File: src/rtl/inst_prefetch.sv
// Two-byte instruction prefetcher: each instruction takes two byte reads (hi, then lo), separated
// by a dead cycle. Results go into a small queue. Optional stall counter under PREFETCH_STATS_EN.
module inst_prefetch #(
    parameter int DEPTH = 2
) (
    input  logic        clk,
    input  logic        rst,
    input  logic        flush,
    input  logic [7:0]  flush_pc,
    output logic        mem_req,
    output logic [7:0]  mem_addr,
    input  logic        mem_ready,
    input  logic [7:0]  mem_data,
    output logic [15:0] inst_out,
    output logic [7:0]  inst_pc,
    output logic        inst_valid,
    input  logic        inst_take
`ifdef PREFETCH_STATS_EN
    ,
    output logic [7:0]  stall_cnt
`endif
);
    localparam int PW = (DEPTH > 2) ? 2 : 1;
    localparam int CW = PW + 1;

    typedef enum logic [1:0] {StIdle, StRdHi, StGap, StRdLo} state_t;

    state_t          state_q, state_d;
    logic [7:0]      fpc_q, fpc_d;
    logic [7:0]      hi_q, hi_d;
    logic [CW-1:0]   count_q, count_d;
    logic [PW-1:0]   wr_ptr_q, wr_ptr_d, rd_ptr_q, rd_ptr_d;
    logic [15:0]     q_inst_q [DEPTH];
    logic [7:0]      q_pc_q   [DEPTH];
    logic            mem_req_d;
    logic [7:0]      mem_addr_d;
    logic            push, pop;

    always_comb begin
        state_d    = state_q;
        fpc_d      = fpc_q;
        hi_d       = hi_q;
        push       = 1'b0;
        unique case (state_q)
            StIdle: if (!flush && count_q < CW'(DEPTH)) state_d = StRdHi;
            StRdHi: begin
                if (mem_ready) begin
                    hi_d    = mem_data;
                    state_d = StGap;
                end
            end
            StGap:  state_d = StRdLo;
            StRdLo: begin
                if (mem_ready) begin
                    push    = 1'b1;
                    fpc_d   = fpc_q + 8'd2;
                    state_d = StIdle;
                end
            end
            default: state_d = StIdle;
        endcase
        // Flush wins over any capture, push or pop on the same edge.
        if (flush) begin
            state_d = StIdle;
            fpc_d   = flush_pc;
            push    = 1'b0;
        end
        pop = inst_take && (count_q != '0) && !flush;

        mem_req_d  = (state_d == StRdHi) || (state_d == StRdLo);
        mem_addr_d = mem_addr;
        if (state_d == StRdHi) mem_addr_d = fpc_d;
        if (state_d == StRdLo) mem_addr_d = fpc_d + 8'd1;

        count_d  = count_q;
        wr_ptr_d = wr_ptr_q;
        rd_ptr_d = rd_ptr_q;
        if (flush) begin
            count_d  = '0;
            wr_ptr_d = '0;
            rd_ptr_d = '0;
        end else begin
            if (push) begin
                wr_ptr_d = (wr_ptr_q == PW'(DEPTH - 1)) ? '0 : wr_ptr_q + PW'(1);
            end
            if (pop) begin
                rd_ptr_d = (rd_ptr_q == PW'(DEPTH - 1)) ? '0 : rd_ptr_q + PW'(1);
            end
            if (push && !pop) count_d = count_q + CW'(1);
            if (pop && !push) count_d = count_q - CW'(1);
        end
    end

    always_ff @(posedge clk or posedge rst) begin
        if (rst) begin
            state_q  <= StIdle;
            fpc_q    <= 8'h00;
            hi_q     <= 8'h00;
            count_q  <= '0;
            wr_ptr_q <= '0;
            rd_ptr_q <= '0;
            mem_req  <= 1'b0;
            mem_addr <= 8'h00;
        end else begin
            state_q  <= state_d;
            fpc_q    <= fpc_d;
            hi_q     <= hi_d;
            count_q  <= count_d;
            wr_ptr_q <= wr_ptr_d;
            rd_ptr_q <= rd_ptr_d;
            mem_req  <= mem_req_d;
            mem_addr <= mem_addr_d;
        end
    end

    always_ff @(posedge clk or posedge rst) begin
        if (rst) begin
            for (int i = 0; i < DEPTH; i++) begin
                q_inst_q[i] <= 16'h0000;
                q_pc_q[i]   <= 8'h00;
            end
        end else if (push) begin
            q_inst_q[wr_ptr_q] <= {hi_q, mem_data};
            q_pc_q[wr_ptr_q]   <= fpc_q;
        end
    end

    // Head outputs come straight from queue registers; no path from mem_data.
    assign inst_valid = (count_q != '0);
    assign inst_out   = q_inst_q[rd_ptr_q];
    assign inst_pc    = q_pc_q[rd_ptr_q];

`ifdef PREFETCH_STATS_EN
    always_ff @(posedge clk or posedge rst) begin
        if (rst) begin
            stall_cnt <= 8'h00;
        end else if (inst_take && !inst_valid && stall_cnt != 8'hFF) begin
            stall_cnt <= stall_cnt + 8'd1;
        end
    end
`endif

endmodule

File: config.mk
export PLATFORM = sky130hd
export DESIGN_NAME = inst_prefetch
export DESIGN_NICKNAME = d
export VERILOG_FILES = /design/src/rtl/inst_prefetch.sv
export SDC_FILE = /design/constraint.sdc
export NUM_CORES = 1
export LEC_CHECK = 0
export ABC_AREA = 1
export BUFFER_PORTS_ARGS = -buffer_cell sky130_fd_sc_hd__buf_4
export CORE_ASPECT_RATIO = 1.4
export CORE_MARGIN = 2
export CORE_UTILIZATION = 57
export DETAILED_ROUTE_END_ITERATION = 8
export GPL_TIMING_DRIVEN = 1
export HOLD_SLACK_MARGIN = 0.08
export PLACE_DENSITY = 0.79
export SYNTH_ARGS = -nofsm -noshare
export SYNTH_HDL_FRONTEND = slang
export SYNTH_SLANG_ARGS = --single-unit
File: constraint.sdc
create_clock -name clk -period 2.8 [get_ports clk]
set_input_delay 0.28 -clock clk [delete_from_list [all_inputs] [get_ports clk]]
set_output_delay 0.28 -clock clk [all_outputs]
set_load 0.02 [all_outputs]
==> summary.md <==
| Metric | Value |
|---|---|
| Max-cap violations | 0 |
| Final Hold Fails | 0 |
| Detailed Place HPWL | 5140 um |
| FMAX | 0.476 GHz |
| RSZ-0062 raised after global routing | false |
| Dominant cells by area after synthesis | dfrtp_1, nand2_1, o21ai_0 |
| Layout Skew | 0.00736 ns |
| Leak pwr | 2.23 nW |
| Crit-path max FO | 26 |
| Slew HR | 48.0% |
| CTS tree | built |
| Total Power | 0.00359 W |
| Starting density of the core | 58.7% |
| CP Launch Type | flip-flop |
| Num ports | 55 |
| Post-layout util | 69.2% |
| Core ar. | 6210 um^2 |
| Worst skew pair latency | 0.35 ns |
| EDFF count, synth | 0 |
| DR vias | 2999 |
| Die width | 71.6 um |
| Routed len/inst | 13.3 um |
| Syn Area/Cell | 8.15 um^2 |
| P&R area growth vs syn | 18.0% |
| Via density | 5.22 |
| Final period util | 75.1% |
| #FFs+latches synth | 78 |
| FP Rows | 34 |
| Chip height | 98.6 um |
| Final setup viols | 0 |
| Number of global-route vias before repair | 2972 |
| Largest net degree at the start of global routing | 79 |
| Min cycle time layout | 2.10 ns |
| Root Buffer Master | clkbuf_8 |
| Hold_sp | flush_pc[7] |
| Synth cell types | 28 |
| Antenna violations before repair | 0 |
| DR iter-0 viols | 215 |
| Fin. max-slew vios | 0 |
| CP Data Arrival Time | 1.82 ns |
| PortBufs | 54 |
| Total nets after synthesis | 470 |
| Total iterations of the first detailed-routing run | 6 |
| Number of routed nets with antenna violations | 0 |
| Setup TNS | 0 ns |
| Setup crit end kind | primary output |
| Worst setup margin | 0.697 ns |
| Total congestion overflow | 0 |
| Setup WS pre-CTS | 0.864 ns |
| Die area | 7060 um^2 |
| Status | finished clean |
| Hold Path Class | input pin to flip-flop |
| GRT Total Usage | 23.9% |
| Area of the mapped netlist | 3640 um^2 |
| Nets | 522 |
| Top-area cell type share of the netlist area | 53.6% |
| First-pass GRT wire length | 13300 um |
| Measured slew at the worst slew-check pin | 0.775 ns |
| WS Path Type | flip-flop to primary output |
| Peak supply drop | 0.461 mV |
| Synth Instances | 447 |
| Final GP Congestion | 0.860 |
| Antenna diodes | 0 |
| Drt total wl | 7610 um |
| Power Density | 835 nW/um^2 |
| Synth Flop Type | dfrtp_1 |
| WHS | 0.213 ns |
| H-tree levels | 3 |
| Dominant cell type by area after synthesis | dfrtp_1 |
| Fraction of layout cells with a size suffix above 1 | 19.7% |
| Worst-path clk slew | 0.08 ns |
| Worst flop-to-flop path startpoint | state_q[1] |
| Clock buffer depth | 2 |
| Clock Sinks | 78 |
| CP Data Required Time | 2.52 ns |
| Sequential area share after synthesis | 53.6% |
| Ys async rst share | 100% |
| DRC viols | 0 |
| Num CTS Buffers | 9 |
| Synthesis Warnings | 0 |
| CP startpoint | rd_ptr_q |
==> routing by layer <==
metal | part of all wire, % | GRT usage (%) | wire length (um) | vias up
met5 | 0 | 0 | 0 | -
met4 | 1.7 | 8.71 | 132 | 0
met3 | 4.0 | 3.48 | 303 | 10
met2 | 53 | 42.7 | 4040 | 70
met1 | 41 | 29.0 | 3130 | 1414
li1 | - | - | - | 1505
==> repair_timing <==
| item | CTS | global route |
|---|---|---|
| buffers inserted | 0 | 0 |
| endpoints found under the setup margin | 0 | 0 |
| resized for setup | 0 | 0 |
| hold buffers | 1 | 0 |
| hold endpoints to repair | 78 | 0 |
==> cell type report <==
cell class	count	area [um^2]
Clock buffer	11	151
Clock inverter	3	45.0
Fill cell	492	1910
Inverter	43	164
Multi-Input combinational cell	308	1440
Sequential cell	78	1950
Tap cell	72	90.1
Timing Repair Buffer	59	458
==> kinds of logic after synthesis <==
family	after synthesis	share of synthesized area [%]
xor+xnor	2	0.481
buf+inv	61	6.93
flops	78	53.6
simple gates	233	28.6
compound gates	71	9.78
fa+ha+maj	2	0.686
==> cells in the mapped netlist, drive strengths merged, types with 2 or more instances <==
cell type,count
a21oi,3
buf,7
clkbuf,11
clkinv,2
dfrtp,78
ha,2
inv,41
nand2,181
nand3,25
nor2,20
nor3,2
o21ai,67
or2,4
==> where the power goes <==
| group | switching (W) | leakage, nW | internal (W) |
|---|---|---|---|
| clock network | 0.000389 | 0.0935 | 0.000450 |
| registers | 0.000154 | 1.02 | 0.00139 |
| logic | 0.000739 | 1.11 | 0.000468 |
| total | 0.00128 | 2.23 | 0.00231 |
==> layout by cell type, fill, tap and decap left out, types with 2 or more instances in the layout <==
cell        synthesis  final
nand2_1           173    173
dfrtp_1            78     78
buf_4               0     57
o21ai_0            55     55
inv_1              39     38
nand3_1            21     21
o21ai_1            12     12
nor2_1             11     11
clkbuf_8            0     11
nand2_2             5      5
nor2_2              5      5
nor2_4              4      4
nand3_4             3      3
nand2_4             3      3
a21oi_1             3      3
or2_2               3      3
inv_2               1      2
clkinv_1            2      2
nor3_1              2      2
ha_1                2      2
clkinvlp_4          0      2
==> final timing paths <==
kind,cells after the start,to,slack (ns)
min reg2reg,2,q_pc_q[4],0.49
max reg2reg,12,mem_addr[6],0.85
max in group asynchronous,4,fpc_q[3],1.89
max,4,inst_pc[3],0.70
min in group asynchronous,4,q_pc_q[2],0.59
min,3,fpc_q[7],0.21
==> critical path, cell delays in order, from the launching register on <==
cell	delay, ns
dfrtp_1	0.35
clkinv_1	0.61
nand2_1	0.23
nand2_1	0.11
buf_4	0.17
==> sequential cells by signal, summed over array words and instances, names as in the netlist <==
signal,cells
q_inst_q,32
mem_addr,8
fpc_q,8
q_pc_q,16
mem_req,1
wr_ptr_q,1
count_q,2
hi_q,8
state_q,1
rd_ptr_q,1
==> metrics by stage <==
step	instances	area, um^2
after CTS	574	4300
after global routing	574	4300
final	574	4300
after floorplan	447	3640
after detailed placement	559	4090
after global placement	559	4090
Power figures use the tool's default switching activity.
